===== config.mk =====
export PLATFORM = sky130hd
export DESIGN_NAME = mac_operand_sequencer_flat
export DESIGN_NICKNAME = d
export VERILOG_FILES = /design/src/rtl/mac_operand_sequencer_if.sv /design/src/rtl/mac_operand_sequencer.sv /design/src/flat_wrapper.sv
export SDC_FILE = /design/constraint.sdc
export NUM_CORES = 1
export LEC_CHECK = 0
export CAP_MARGIN = 20
export CELL_PAD_IN_SITES_DETAIL_PLACEMENT = 1
export CELL_PAD_IN_SITES_GLOBAL_PLACEMENT = 2
export CORE_UTILIZATION = 41
export DETAILED_ROUTE_END_ITERATION = 12
export DONT_BUFFER_PORTS = 1
export GPL_ROUTABILITY_DRIVEN = 0
export HOLD_SLACK_MARGIN = 0.15
export PLACE_DENSITY = 0.95
export SYNTH_ARGS = -nofsm -noshare
export SYNTH_HDL_FRONTEND = slang
export SYNTH_SLANG_ARGS = --single-unit

===== constraint.sdc =====
create_clock -name clk -period 7.5 [get_ports clk]
set_input_delay 0.75 -clock clk [delete_from_list [all_inputs] [get_ports clk]]
set_output_delay 0.75 -clock clk [all_outputs]
set_load 0.01 [all_outputs]

===== src/rtl/mac_operand_sequencer_if.sv =====
// Operand/result bundle between the MAC operand sequencer and its surroundings:
// layer controller handshake, image and weight RAM read ports, MAC operand
// and control lines, and the result stream.
// master = the sequencer, slave = the RAMs, MAC and controller side.
interface mac_operand_sequencer_if #(
    parameter int ADDR_W = 11
);
    // layer controller handshake
    logic                     start;
    logic [1:0]               layer;
    logic                     busy;
    logic                     done;

    // image / activation RAM read port (synchronous, one cycle latency)
    logic [ADDR_W-1:0]        img_addr;
    logic signed [15:0]       img_rdata;

    // weight RAM read port (synchronous, one cycle latency)
    logic [ADDR_W-1:0]        wgt_addr;
    logic signed [15:0]       wgt_rdata;

    // MAC operand side
    logic                     mac_clr;
    logic                     mac_enable;
    logic [1:0]               mac_layer;
    logic signed [15:0]       mac_A;
    logic signed [15:0]       mac_B;
    logic signed [31:0]       mac_out;

    // result stream
    logic                     res_valid;
    logic signed [31:0]       res_data;
    logic [9:0]               res_index;

    modport master (
        input  start, layer, img_rdata, wgt_rdata, mac_out,
        output busy, done, img_addr, wgt_addr,
               mac_clr, mac_enable, mac_layer, mac_A, mac_B,
               res_valid, res_data, res_index
    );

    modport slave (
        output start, layer, img_rdata, wgt_rdata, mac_out,
        input  busy, done, img_addr, wgt_addr,
               mac_clr, mac_enable, mac_layer, mac_A, mac_B,
               res_valid, res_data, res_index
    );
endinterface


===== src/rtl/mac_operand_sequencer.sv =====
// MAC operand sequencer: walks the image and weight RAMs for one layer
// (conv 5x5 on a 28x28 or 12x12 input, or one FC stage), feeds the MAC one
// operand pair per cycle, adds the flush cycle the MAC needs to latch its sum,
// and emits each finished sum tagged with its output index.
// Optional build macro RELU_EN: when defined, negative sums are emitted as 0.
module mac_operand_sequencer #(
    parameter int K       = 5,
    parameter int CONV1_W = 28,
    parameter int CONV2_W = 12,
    parameter int FC_LEN  = 192,
    parameter int FC_OUTS = 10,
    parameter int ADDR_W  = 11
) (
    input  logic                          clk,
    input  logic                          reset,
    mac_operand_sequencer_if.master       bus
);

    // Counter widths: tap counter must hold FC_LEN-1, column counter the
    // widest conv output row, output index the largest output count.
    localparam int CNT_W = $clog2(FC_LEN);
    localparam int POS_W = $clog2(CONV1_W);
    localparam int IDX_W = 10;

    localparam int TAPS   = K * K;
    localparam int WOUT1  = CONV1_W - K + 1;
    localparam int WOUT2  = CONV2_W - K + 1;

    localparam logic [1:0] LAYER_CONV1   = 2'b00;
    localparam logic [1:0] LAYER_FC      = 2'b10;
    localparam logic [1:0] LAYER_ILLEGAL = 2'b11;

    localparam logic [ADDR_W-1:0] W1_A        = ADDR_W'(CONV1_W);
    localparam logic [ADDR_W-1:0] W2_A        = ADDR_W'(CONV2_W);
    localparam logic [ADDR_W-1:0] KM1_A       = ADDR_W'(K - 1);
    localparam logic [ADDR_W-1:0] FC_LEN_A    = ADDR_W'(FC_LEN);
    localparam logic [POS_W-1:0]  J_LAST      = POS_W'(K - 1);
    localparam logic [POS_W-1:0]  WOUT1_LAST  = POS_W'(WOUT1 - 1);
    localparam logic [POS_W-1:0]  WOUT2_LAST  = POS_W'(WOUT2 - 1);
    localparam logic [CNT_W-1:0]  CONV_T_LAST = CNT_W'(TAPS - 1);
    localparam logic [CNT_W-1:0]  FC_T_LAST   = CNT_W'(FC_LEN - 1);
    localparam logic [IDX_W-1:0]  OUT1_LAST   = IDX_W'(WOUT1 * WOUT1 - 1);
    localparam logic [IDX_W-1:0]  OUT2_LAST   = IDX_W'(WOUT2 * WOUT2 - 1);
    localparam logic [IDX_W-1:0]  FC_O_LAST   = IDX_W'(FC_OUTS - 1);

    typedef enum logic [2:0] {
        S_IDLE,
        S_ISSUE,
        S_DRAIN,
        S_FLUSH,
        S_CAPTURE,
        S_DONE
    } state_t;

    state_t               state_reg;

    // registered outputs
    logic                 busy_reg;
    logic                 done_reg;
    logic [ADDR_W-1:0]    img_addr_reg;
    logic [ADDR_W-1:0]    wgt_addr_reg;
    logic                 mac_clr_reg;
    logic                 mac_enable_reg;
    logic [1:0]           layer_reg;
    logic                 res_valid_reg;
    logic signed [31:0]   res_data_reg;
    logic [IDX_W-1:0]     res_index_reg;

    // walk state
    logic [CNT_W-1:0]     tap_cnt_reg;    // product number within the output
    logic [POS_W-1:0]     j_reg;          // kernel column of the current tap
    logic [ADDR_W-1:0]    tap_off_reg;    // i*W + j of the current tap
    logic [POS_W-1:0]     c_reg;          // output column
    logic [ADDR_W-1:0]    out_base_reg;   // r*W + c of the current output
    logic [ADDR_W-1:0]    wgt_base_reg;   // o*FC_LEN of the current FC output
    logic [IDX_W-1:0]     out_idx_reg;    // output number within the run

    // per-layer geometry, decoded from the latched layer code
    logic                 is_fc;
    logic                 is_conv1;
    logic [ADDR_W-1:0]    w_sel;
    logic [POS_W-1:0]     wout_last;
    logic [CNT_W-1:0]     tap_last;
    logic [IDX_W-1:0]     out_last;

    // next-step values for the tap and output walks
    logic [POS_W-1:0]     j_next;
    logic [ADDR_W-1:0]    tap_off_next;
    logic [POS_W-1:0]     c_next;
    logic [ADDR_W-1:0]    out_base_next;
    logic [ADDR_W-1:0]    wgt_base_next;

    logic signed [31:0]   capture_val;

    // Decode layer geometry from the layer latched at start.
    always_comb begin
        is_fc    = (layer_reg == LAYER_FC);
        is_conv1 = (layer_reg == LAYER_CONV1);
        w_sel     = is_conv1 ? W1_A : W2_A;
        wout_last = is_conv1 ? WOUT1_LAST : WOUT2_LAST;
        tap_last  = is_fc ? FC_T_LAST : CONV_T_LAST;
        if (is_fc) begin
            out_last = FC_O_LAST;
        end else if (is_conv1) begin
            out_last = OUT1_LAST;
        end else begin
            out_last = OUT2_LAST;
        end
    end

    // Next tap: j runs fastest; wrapping j steps the offset down one image row.
    always_comb begin
        j_next       = j_reg + 1'b1;
        tap_off_next = tap_off_reg + 1'b1;
        if (j_reg == J_LAST) begin
            j_next       = '0;
            tap_off_next = tap_off_reg + w_sel - KM1_A;
        end
    end

    // Next output: c runs fastest; wrapping c moves the base to the next row.
    always_comb begin
        c_next        = c_reg + 1'b1;
        out_base_next = out_base_reg + 1'b1;
        if (c_reg == wout_last) begin
            c_next        = '0;
            out_base_next = out_base_reg + w_sel - ADDR_W'(wout_last);
        end
        wgt_base_next = wgt_base_reg + FC_LEN_A;
    end

`ifdef RELU_EN
    // Rectify the finished sum before it is emitted.
    always_comb begin
        capture_val = bus.mac_out[31] ? 32'sd0 : bus.mac_out;
    end
`else
    // Emit the finished sum unchanged, sign included.
    always_comb begin
        capture_val = bus.mac_out;
    end
`endif

    // Sequencer FSM: one address per ISSUE cycle, then drain, flush, capture.
    always_ff @(posedge clk or posedge reset) begin
        if (reset) begin
            state_reg      <= S_IDLE;
            busy_reg       <= 1'b0;
            done_reg       <= 1'b0;
            img_addr_reg   <= '0;
            wgt_addr_reg   <= '0;
            mac_clr_reg    <= 1'b0;
            mac_enable_reg <= 1'b0;
            layer_reg      <= '0;
            res_valid_reg  <= 1'b0;
            res_data_reg   <= '0;
            res_index_reg  <= '0;
            tap_cnt_reg    <= '0;
            j_reg          <= '0;
            tap_off_reg    <= '0;
            c_reg          <= '0;
            out_base_reg   <= '0;
            wgt_base_reg   <= '0;
            out_idx_reg    <= '0;
        end else begin
            // single-cycle pulses
            mac_clr_reg   <= 1'b0;
            res_valid_reg <= 1'b0;
            done_reg      <= 1'b0;

            case (state_reg)
                S_IDLE: begin
                    if (bus.start && (bus.layer != LAYER_ILLEGAL)) begin
                        layer_reg      <= bus.layer;
                        mac_clr_reg    <= 1'b1;
                        busy_reg       <= 1'b1;
                        mac_enable_reg <= 1'b0;
                        tap_cnt_reg    <= '0;
                        j_reg          <= '0;
                        tap_off_reg    <= '0;
                        c_reg          <= '0;
                        out_base_reg   <= '0;
                        wgt_base_reg   <= '0;
                        out_idx_reg    <= '0;
                        img_addr_reg   <= '0;
                        wgt_addr_reg   <= '0;
                        state_reg      <= S_ISSUE;
                    end
                end

                S_ISSUE: begin
                    // the RAM answers the current address next cycle
                    mac_enable_reg <= 1'b1;
                    if (tap_cnt_reg == tap_last) begin
                        img_addr_reg <= '0;
                        wgt_addr_reg <= '0;
                        state_reg    <= S_DRAIN;
                    end else begin
                        tap_cnt_reg  <= tap_cnt_reg + 1'b1;
                        j_reg        <= j_next;
                        tap_off_reg  <= tap_off_next;
                        img_addr_reg <= is_fc ? (img_addr_reg + 1'b1)
                                              : (out_base_reg + tap_off_next);
                        // weights are contiguous per output for both layer kinds
                        wgt_addr_reg <= wgt_addr_reg + 1'b1;
                    end
                end

                S_DRAIN: begin
                    // last data cycle is on the bus; keep enable for the flush
                    mac_enable_reg <= 1'b1;
                    state_reg      <= S_FLUSH;
                end

                S_FLUSH: begin
                    // MAC latches its sum at the end of this cycle
                    mac_enable_reg <= 1'b0;
                    state_reg      <= S_CAPTURE;
                end

                S_CAPTURE: begin
                    res_data_reg  <= capture_val;
                    res_index_reg <= out_idx_reg;
                    res_valid_reg <= 1'b1;
                    if (out_idx_reg == out_last) begin
                        done_reg  <= 1'b1;
                        state_reg <= S_DONE;
                    end else begin
                        out_idx_reg  <= out_idx_reg + 1'b1;
                        c_reg        <= c_next;
                        out_base_reg <= out_base_next;
                        if (is_fc) begin
                            wgt_base_reg <= wgt_base_next;
                        end
                        tap_cnt_reg  <= '0;
                        j_reg        <= '0;
                        tap_off_reg  <= '0;
                        img_addr_reg <= is_fc ? '0 : out_base_next;
                        wgt_addr_reg <= is_fc ? wgt_base_next : '0;
                        state_reg    <= S_ISSUE;
                    end
                end

                S_DONE: begin
                    busy_reg  <= 1'b0;
                    state_reg <= S_IDLE;
                end

                default: begin
                    state_reg <= S_IDLE;
                end
            endcase
        end
    end

    // Operands pass through only while the MAC is enabled.
    assign bus.mac_A = mac_enable_reg ? bus.img_rdata : 16'sd0;
    assign bus.mac_B = mac_enable_reg ? bus.wgt_rdata : 16'sd0;

    assign bus.busy       = busy_reg;
    assign bus.done       = done_reg;
    assign bus.img_addr   = img_addr_reg;
    assign bus.wgt_addr   = wgt_addr_reg;
    assign bus.mac_clr    = mac_clr_reg;
    assign bus.mac_enable = mac_enable_reg;
    assign bus.mac_layer  = layer_reg;
    assign bus.res_valid  = res_valid_reg;
    assign bus.res_data   = res_data_reg;
    assign bus.res_index  = res_index_reg;

endmodule


===== src/flat_wrapper.sv =====
// flat-port wrapper written by rule: the top's interface ports become plain ports
module mac_operand_sequencer_flat 
#(
    parameter int K       = 5,
    parameter int CONV1_W = 28,
    parameter int CONV2_W = 12,
    parameter int FC_LEN  = 192,
    parameter int FC_OUTS = 10,
    parameter int ADDR_W  = 11
)
  (clk, reset, bus_start, bus_layer, bus_img_rdata, bus_wgt_rdata, bus_mac_out, bus_busy, bus_done, bus_img_addr, bus_wgt_addr, bus_mac_clr, bus_mac_enable, bus_mac_layer, bus_mac_A, bus_mac_B, bus_res_valid, bus_res_data, bus_res_index);
  mac_operand_sequencer_if #(.ADDR_W(ADDR_W)) bus_i ();
  input  logic clk;
  input  logic reset;
  input wire logic [$bits(bus_i.start)-1:0] bus_start;
  input wire logic [$bits(bus_i.layer)-1:0] bus_layer;
  input wire logic [$bits(bus_i.img_rdata)-1:0] bus_img_rdata;
  input wire logic [$bits(bus_i.wgt_rdata)-1:0] bus_wgt_rdata;
  input wire logic [$bits(bus_i.mac_out)-1:0] bus_mac_out;
  output wire logic [$bits(bus_i.busy)-1:0] bus_busy;
  output wire logic [$bits(bus_i.done)-1:0] bus_done;
  output wire logic [$bits(bus_i.img_addr)-1:0] bus_img_addr;
  output wire logic [$bits(bus_i.wgt_addr)-1:0] bus_wgt_addr;
  output wire logic [$bits(bus_i.mac_clr)-1:0] bus_mac_clr;
  output wire logic [$bits(bus_i.mac_enable)-1:0] bus_mac_enable;
  output wire logic [$bits(bus_i.mac_layer)-1:0] bus_mac_layer;
  output wire logic [$bits(bus_i.mac_A)-1:0] bus_mac_A;
  output wire logic [$bits(bus_i.mac_B)-1:0] bus_mac_B;
  output wire logic [$bits(bus_i.res_valid)-1:0] bus_res_valid;
  output wire logic [$bits(bus_i.res_data)-1:0] bus_res_data;
  output wire logic [$bits(bus_i.res_index)-1:0] bus_res_index;
  assign bus_i.start = bus_start;
  assign bus_i.layer = bus_layer;
  assign bus_i.img_rdata = bus_img_rdata;
  assign bus_i.wgt_rdata = bus_wgt_rdata;
  assign bus_i.mac_out = bus_mac_out;
  assign bus_busy = bus_i.busy;
  assign bus_done = bus_i.done;
  assign bus_img_addr = bus_i.img_addr;
  assign bus_wgt_addr = bus_i.wgt_addr;
  assign bus_mac_clr = bus_i.mac_clr;
  assign bus_mac_enable = bus_i.mac_enable;
  assign bus_mac_layer = bus_i.mac_layer;
  assign bus_mac_A = bus_i.mac_A;
  assign bus_mac_B = bus_i.mac_B;
  assign bus_res_valid = bus_i.res_valid;
  assign bus_res_data = bus_i.res_data;
  assign bus_res_index = bus_i.res_index;
  mac_operand_sequencer #(.K(K), .CONV1_W(CONV1_W), .CONV2_W(CONV2_W), .FC_LEN(FC_LEN), .FC_OUTS(FC_OUTS), .ADDR_W(ADDR_W)) u_core (.clk(clk), .reset(reset), .bus(bus_i));
endmodule

==> summary by stage, run 1 <==
Synth
The count of mapped cells out of synthesis is 858. The share of synthesized area occupied by flip-flops and latches is 43.2%. The Yosys step of the flow raised 0 warnings. Among all cell types in the netlist, the one instantiated most often is sky130_fd_sc_hd__nand2_1. Counting flops with an async set or reset pin after synthesis yields a share of 100%. Yosys mapped a number of flops with a built-in enable equal to 0. The net count after synthesis is 964.

Each instance of the synthesized netlist takes up on average 8.71 um2. Of all cell types, the one taking the most synthesized area is sky130_fd_sc_hd__dfrtp_1. In this run, synthesis produced a sequential element count of 129.

The share of synthesized area in the top cell type comes to 43.2%. After synthesis, the cell types taking the most area are sky130_fd_sc_hd__dfrtp_1, sky130_fd_sc_hd__nand2_1, sky130_fd_sc_hd__ha_1, sky130_fd_sc_hd__xnor2_1, sky130_fd_sc_hd__and2_1. The main flop type after synthesis is sky130_fd_sc_hd__dfrtp_1. The unique cell type count in the Yosys netlist is 68. The cell area after synthesis is 0.00748 mm2. After synthesis, the most frequently instantiated cells are sky130_fd_sc_hd__nand2_1, sky130_fd_sc_hd__dfrtp_1, sky130_fd_sc_hd__nor2_1.

Timing
The total count of hold-check failures in the final report is 0. The setup clock skew after layout is 0.00815 ns. Setup violations remaining at the end of the flow were counted as 0. The timing-limited maximum frequency is 279 MHz. The max-slew violation total from the final report is 0. Setup repair after global routing left no endpoint under its margin.

The setup TNS after final layout is 0 ns. The worst max-slew margin expressed relative to the limit is 34.1%. The actual transition at the worst max-transition pin is 0.988 ns.

The worst hold slack is 0.240 ns. The final clock period utilization by the worst path is 47.8%. The worst path needs 3.58 ns of the cycle, external delays included. The post-layout worst setup margin is 3.92 ns.

Power and ir drop
The combinational fraction of design power is 2.1%. The cell internal power dissipation is 1.31 mW. The power share of the clock group is 55.5%. The switching fraction of total power is 22.3%. The maximum vdd ir drop is 0.000158 V. The leakage power total is 3.69 nW. The total net switching power is 0.377 mW. Registers are responsible for 42.4% of the overall power.

The power density relative to cell area is 203 mW/mm2.

Clock tree
Clock-pin slew was measured on the worst setup and hold paths at 0.06 ns. The number of H-tree branching levels is 4. The sink count of the clock tree is 129.

The count of hold buffers inserted by post-cts repair is 0. The clock tree from TritonCTS is built. The total clock buffers created by CTS is 17. The cell chosen for the clock root is sky130_fd_sc_hd__clkbuf_16. Buffers added to address setup during post-CTS repair amount to 0. Gates resized during post-CTS repair numbered 0. Counting along the longest clock path gives a buffer depth of 2.

For the worst-skew pair, the clock arrives at the later sink with an insertion delay of 0.42 ns.

Global route
The maximum number of pins on one net before global-route repair is 76. Global routing consumed, over all layers together, 23.3% of the routing resources. The via count of the first global-routing pass is 6246. The global-route wire length before repair is 33.3 mm. The initial antenna violation count is 1. Summed over all layers, the global routing overflow is 0.

Finish
For this run, the post-layout net count is 954. The layout overhead on the synthesized area is 11.4%. The share of final-layout standard cells stronger than drive strength 1 is 6.16%. The register with the most flip-flops in the layout has 32 of them.

The count of cells in the finished layout, fillers not included, comes to 1091.

Placement
The number of I/O port buffers is 0. The cell count after placement is 1058. Once detailed placement completed, the half-perimeter wirelength came to 14.9 mm. Timing analysis after detailed placement gives a worst setup slack of 3.95 ns.

Drt
The final routed wire length divided by cell count is 19.4 um. The remaining number of nets flagged by the antenna check after routing is 0. After detailed routing, the number of remaining DRC violations is 0. In the routed layout, each cell is associated on average with a via count of 5.71. The first routing iteration left 310 violations.

The first TritonRoute pass finished after 4 iterations. For this block, the routed nets add up to 21.1 mm of wire. The detailed router placed 6232 vias in this run.

Setup path
The number of buffers and inverters on the critical path is 2. The critical path's slowest cell is sky130_fd_sc_hd__dfrtp_1. Data on the critical path is required at its endpoint by 7.75 ns.

The worst setup path is captured at a flip-flop. For this run, the slowest stage of the critical path takes 0.42 ns. STA puts the critical path data arrival time at 3.83 ns. The category of the worst setup path launch point is a flip-flop.

Traced cell by cell, the critical path runs through inv_1 > ha_1 > nor4bb_1 > buf_4 > nor2_1 > a32oi_1 > xnor2_1 > ha_1 > a21oi_1 > nand2_1 > a31o_2 > o31ai_1 > xnor2_1 > a22oi_1 > o221ai_1. The worst setup path category is flip-flop to flip-flop. Broken down by cell family, the worst path's largest delay share belongs to compound AO/OA/AOI/OAI gates.

Along the worst path, the maximum fanout reaches 7.

Flow run
The reported max-cap violation count is 0.

Die
The floorplan step defined a core boundary enclosing 0.0179 mm2. The floorplan has 49 rows. The die covers 0.0188 mm2. The horizontal die dimension is 137 um.

In this run the count of I/O pins placed on the die edge is 172. The initial core utilization is 41.8%. The height of the chip is 137 um.

Outcome
The run finished with clean final reports.

Hold path
The path class of the tightest hold or removal check is input port to asynchronous set/reset pin.
## power groups by stage
| stage | clock network (mW) | registers, mW | logic [mW] |
|---|---|---|---|
| after CTS | 0.955 | 0.716 | 0.0377 |
| final | 0.936 | 0.715 | 0.0360 |
| after detailed placement | 0 | 0.728 | 0.0376 |
| after floorplan | 0 | 0.726 | 0.0290 |
| after global routing | 0.982 | 0.717 | 0.0425 |
| after global placement | 0 | 0.728 | 0.0367 |
## per-stage QoR
stage | area (um2) | utilization (%) | power, mW
after global routing | 8330 | 46.5 | 1.74
after detailed placement | 7670 | 42.8 | 0.766
after floorplan | 7480 | - | 0.755
final | 8330 | 46.5 | 1.69
after CTS | 8330 | 46.5 | 1.71
after global placement | 7670 | 42.8 | 0.765
## cells by family (layout without fill, tap and decap cells)
logic type	Yosys count	count (layout)	synth area share, %
flip-flops	129	129	43.2
multiplexers	1	1	0.134
other	0	1	0
AO/OA/AOI/OAI	188	188	16.5
XOR/XNOR	53	53	6.21
AND/OR/NAND/NOR	387	387	24.0
adder cells (fa/ha/maj)	37	37	6.39
buffers and inverters	63	66	3.65
## worst paths after layout
kind	startpoint	to	slack, ns	depth (start not counted)
worst max-delay path	u_core.j_reg[0]	u_core.bus.img_addr[8]	3.92	15
worst min register to register	u_core.wgt_base_reg[10]	u_core.wgt_base_reg[10]	0.51	1
worst min-delay path	reset	u_core.bus.res_data[7]	0.24	1
max in group asynchronous	reset	u_core.bus.mac_layer[1]	5.88	2
worst max register to register	u_core.j_reg[0]	u_core.bus.img_addr[8]	3.92	15
min in group clk	bus_mac_out[9]	u_core.bus.res_data[9]	0.44	2
## area by class of cell
type | instances | area (um2)
fillers | 2083 | 9570
multi-input cells | 666 | 3990
flip-flops and latches | 129 | 3230
clock buffers | 18 | 429
well taps | 229 | 287
clock inverters | 14 | 230
inverters | 26 | 103
repair buffers | 8 | 60.1
diodes | 1 | 2.50
## layout by cell type (no fill, tap or decap), drive strengths merged, types with 10 or more instances in the layout
cell type / netlist / final
nand2: 204 / 204
dfrtp: 129 / 129
o21ai: 74 / 74
nor2: 47 / 47
and2: 42 / 42
xnor2: 37 / 37
ha: 35 / 35
nand3: 32 / 32
inv: 26 / 29
a21oi: 26 / 26
clkbuf: 15 / 18
a22o: 17 / 17
xor2: 16 / 16
o31ai: 14 / 14
and3: 12 / 12
nand4: 10 / 10
o22ai: 10 / 10
## layer usage
| metal | wire length [um] | vias to the layer above | GRT usage [%] | part of all wire [%] |
|---|---|---|---|---|
| met4 | 308 | 0 | 8.00 | 1.5 |
| met5 | 0 | - | 0 | 0 |
| met3 | 1040 | 23 | 5.04 | 4.9 |
| met1 | 9350 | 3090 | 28.9 | 44 |
| li1 | - | 2958 | - | - |
| met2 | 10400 | 161 | 40.0 | 49 |
Note: power is estimated with default switching activity, not from simulation.
==> run 2: changes to the inputs <==
--- a/config.mk
+++ b/config.mk
@@ -8,12 +8,12 @@
 export CAP_MARGIN = 20
 export CELL_PAD_IN_SITES_DETAIL_PLACEMENT = 1
 export CELL_PAD_IN_SITES_GLOBAL_PLACEMENT = 2
-export CORE_UTILIZATION = 41
+export CORE_UTILIZATION = 34
 export DETAILED_ROUTE_END_ITERATION = 12
 export DONT_BUFFER_PORTS = 1
 export GPL_ROUTABILITY_DRIVEN = 0
 export HOLD_SLACK_MARGIN = 0.15
-export PLACE_DENSITY = 0.95
+export PLACE_DENSITY = 0.86
 export SYNTH_ARGS = -nofsm -noshare
 export SYNTH_HDL_FRONTEND = slang
 export SYNTH_SLANG_ARGS = --single-unit
==> constraint.sdc (replaced) <==
create_clock -name clk -period 3.15 [get_ports clk]
set_input_delay 0.315 -clock clk [delete_from_list [all_inputs] [get_ports clk]]
set_output_delay 0.315 -clock clk [all_outputs]
set_load 0.01 [all_outputs]
==> run 2 against run 1 <==
Effect of this change: clock power rose by 110%; highest routed layer unchanged; cell area rose by 8.2%; non-clock buffer count rose by 69; total power rose by 120%; critical endpoint unchanged; largest power group unchanged.
==> summary by stage, run 2 (synthesis gave the netlist of run 1 again) <==
Finish
Leaving out fill and tap cells, the most frequent cells in the layout are sky130_fd_sc_hd__nand2_1, sky130_fd_sc_hd__dfrtp_1, sky130_fd_sc_hd__nor2_1, sky130_fd_sc_hd__and2_1. The share of final-layout standard cells stronger than drive strength 1 came to 10.6% (+4.5 points). The net total in the final layout is 1023 (+7.2%). The number of flip-flops in the largest register is 32 (unchanged).

The commonest non-fill, non-tap cell in the layout is sky130_fd_sc_hd__nand2_1. The number of inserted filler cells in the final layout is 2466 (+18%). The layout overhead on the synthesized area is 20.5%.

Setup path
In this run the critical register-to-register path is launched from u_core.bus.mac_layer[0]. The data arrival time of the worst path is 3.41 ns (-0.42 ns). The worst setup path category is flip-flop to flip-flop. The kind of end point of the critical path is a flip-flop. The required arrival time at the worst endpoint was 3.43 ns (-4.32 ns). The highest fanout seen on the critical path came to 5 (-2).

The beginning of the critical path is u_core.bus.mac_layer[0]. The category of the worst setup path launch point is a flip-flop.

Power and ir drop
The cell internal power dissipation is 2.78 mW (+110%). The overall power consumption is 3.77 mW (+120%). The total net switching power is 0.987 mW (+160%). The leakage power total is 3.97 nW (+7.7%). The combinational fraction of design power is 3.6% (+1.5 points).

The power share of the clock group was 51.2% (-4.3 points). The portion of total power attributed to sequential cells is 45.2% (+2.8 points). The power density relative to cell area is 418 mW/mm2 (+110%). The switching fraction of total power came to 26.2% (+3.8 points). The maximum vdd ir drop is 0.000318 V (+100%).

Clock tree
The clock slew at the register clock pins of the worst setup and hold paths is 0.07 ns (about the same). In this run the clock root is driven by a sky130_fd_sc_hd__clkbuf_16. The sink count of the clock tree came to 129 (unchanged). The number of H-tree branching levels is 4 (unchanged). The clock latency of the later-clocked register in the worst-skew pair was 0.43 ns (about the same). The total clock buffers created by CTS came to 17 (unchanged). The buffer levels on the longest clock path is 2 (unchanged). TritonCTS built the clock tree.

Die
The number of placement rows is 53 (+8.2%). The area of the die is 0.0226 mm2 (+20%). The height of the chip is 150 um (+9.7%).

The horizontal die dimension is 150 um (+9.7%). The initial core utilization is 35.1% (-6.6 points). The I/O pin count is 172 (unchanged).

The core region area came to 0.0213 mm2 (+19%).

Timing
The final clock period utilization by the worst path is 99.1% (+51 points). The actual transition at the worst max-transition pin is 0.815 ns (-0.173 ns). The clock period minus worst slack is 3.12 ns (-0.462 ns). Setup repair after global routing could not meet its margin everywhere. The worst max-slew margin expressed relative to the limit is 45.7% (+12 points). The total count of hold-check failures in the final report is 0 (unchanged). The max-slew violation total from the final report is 0 (unchanged). The timing-limited maximum frequency is 320 MHz (+15%).

The post-layout worst setup margin is 0.0277 ns (-3.89 ns). The total setup violations reported at the end of the flow was 0 (unchanged). The setup clock skew after layout is 0.0140 ns (+0.00586 ns).

Placement
The setup slack after placement is -0.0499 ns (-4.00 ns). The number of I/O port buffers came to 0 (unchanged). The half-perimeter wire length of the detailed placement result is 16.3 mm (+9.2%).

Flow run
The reported max-cap violation count came to 0 (unchanged).

Global route
The via count of the first global-routing pass was 6763 (+8.3%). The initial antenna violation count was 2 (+1). The remaining global-route overflow is 0 (unchanged).

The overall fraction of global-route tracks in use came to 21.2% (-2.2 points). The global-route wire length before repair was 36.8 mm (+10%). The maximum number of pins on one net before global-route repair is 48 (-37%).

Drt
The total routed wirelength came to 23.3 mm (+10%). The remaining number of nets flagged by the antenna check after routing came to 0 (unchanged). The number of design-rule violations left by the first detailed-router iteration came to 321 (+3.5%). The final routed wire length divided by cell count is 19.3 um (-0.47%). The average via count per standard cell came to 5.43 (-4.9%). The remaining routing DRC violations is 0 (unchanged).

The detailed-route via count came to 6563 (+5.3%). The detailed-router iteration count before antenna repair is 4 (unchanged).

Outcome
The run finished with clean final reports.

Hold path
The worst hold path belongs to the class input port to asynchronous set/reset pin.
[run 2: cell count changes in the layout (fill, tap and decap cells not counted), sizes merged]
cell	previous run	this run
clkinvlp	1	3
clkinv	5	2
inv	29	36
buf	8	42
dlygate4sd3	0	35
bufinv	5	0
clkbuf	18	17
diode	1	3
[run 2: cell type report]
type | count | area, um2 | area share, %
clock buffer | 17 | 425 | 4.72
clock inverter | 15 | 138 | 1.53
timing repair buffer | 77 | 707 | 7.85
inverter | 26 | 101 | 1.12
tap | 275 | 344 | 3.82
sequential | 129 | 3230 | 35.8
antenna | 3 | 7.51 | 0.0833
multi-input combinational | 666 | 4060 | 45.1
[run 2: what timing repair did]
| action | in CTS | in global routing |
|---|---|---|
| pin swaps | 2 | 15 |
| hold buffers | 35 | 0 |
| endpoints found under the hold margin | 73 | 0 |
| resized for setup | 3 | 14 |
| buffers inserted | 4 | 2 |
| endpoints found under the setup margin | 2 | 5 |
[run 2: worst paths after layout]
kind / slack, ns / end / depth (start not counted)
hold reg to reg: 0.51 / u_core.wgt_base_reg[10] / 1
min in group clk: 0.35 / u_core.bus.busy / 4
setup / recovery: 0.03 / u_core.bus.img_addr[8] / 13
max in group asynchronous: 1.97 / u_core.c_reg[1] / 4
hold / removal: 0.28 / u_core.tap_cnt_reg[2] / 2
setup reg to reg: 0.03 / u_core.bus.img_addr[8] / 13
[run 2: power by group through the flow]
stage,registers [mW],clock network (mW),logic [mW]
final,1.70,1.93,0.136
after global routing,1.71,2.04,0.152
after CTS,1.70,1.98,0.134
after detailed placement,1.73,0,0.0974
after global placement,1.73,0,0.0942
after floorplan,1.73,0,0.0694
[run 2: critical path: stages, from the launching register on]
cell	delay, ns
sky130_fd_sc_hd__dfrtp_1	0.39
sky130_fd_sc_hd__nor2_1	0.32
sky130_fd_sc_hd__fa_1	0.48
sky130_fd_sc_hd__nand2_1	0.07
sky130_fd_sc_hd__o21ai_0	0.15
sky130_fd_sc_hd__ha_1	0.42
sky130_fd_sc_hd__nand3_1	0.12
sky130_fd_sc_hd__nand2_1	0.07
sky130_fd_sc_hd__a31o_4	0.22
sky130_fd_sc_hd__o31ai_2	0.21
sky130_fd_sc_hd__buf_4	0.15
sky130_fd_sc_hd__xnor2_1	0.06
sky130_fd_sc_hd__a22oi_1	0.17
sky130_fd_sc_hd__o221ai_1	0.14
[run 2: metal layers]
layer	track usage (%)	vias to the layer above	part of all wire [%]
met2	36.9	189	50
met3	4.52	33	5.2
met5	0	-	0
met1	25.7	3250	43
met4	7.12	0	2.2
li1	-	3091	-
[run 2: stage by stage]
step | cells | instance area, um2 | utilization, % | hold WS, ns | TNS, ns
5_1_grt | 1208 | 9010 | 42.3 | 0.261 | -0.449
2_1_floorplan | 858 | 7480 | - | 0.420 | 0
3_3_place_gp | 1132 | 7960 | 37.4 | 0.424 | -0.000500
6_report | 1208 | 9010 | 42.3 | 0.281 | 0
4_1_cts | 1203 | 8920 | 41.9 | 0.339 | 0
3_5_place_dp | 1132 | 7960 | 37.4 | 0.429 | -0.0917
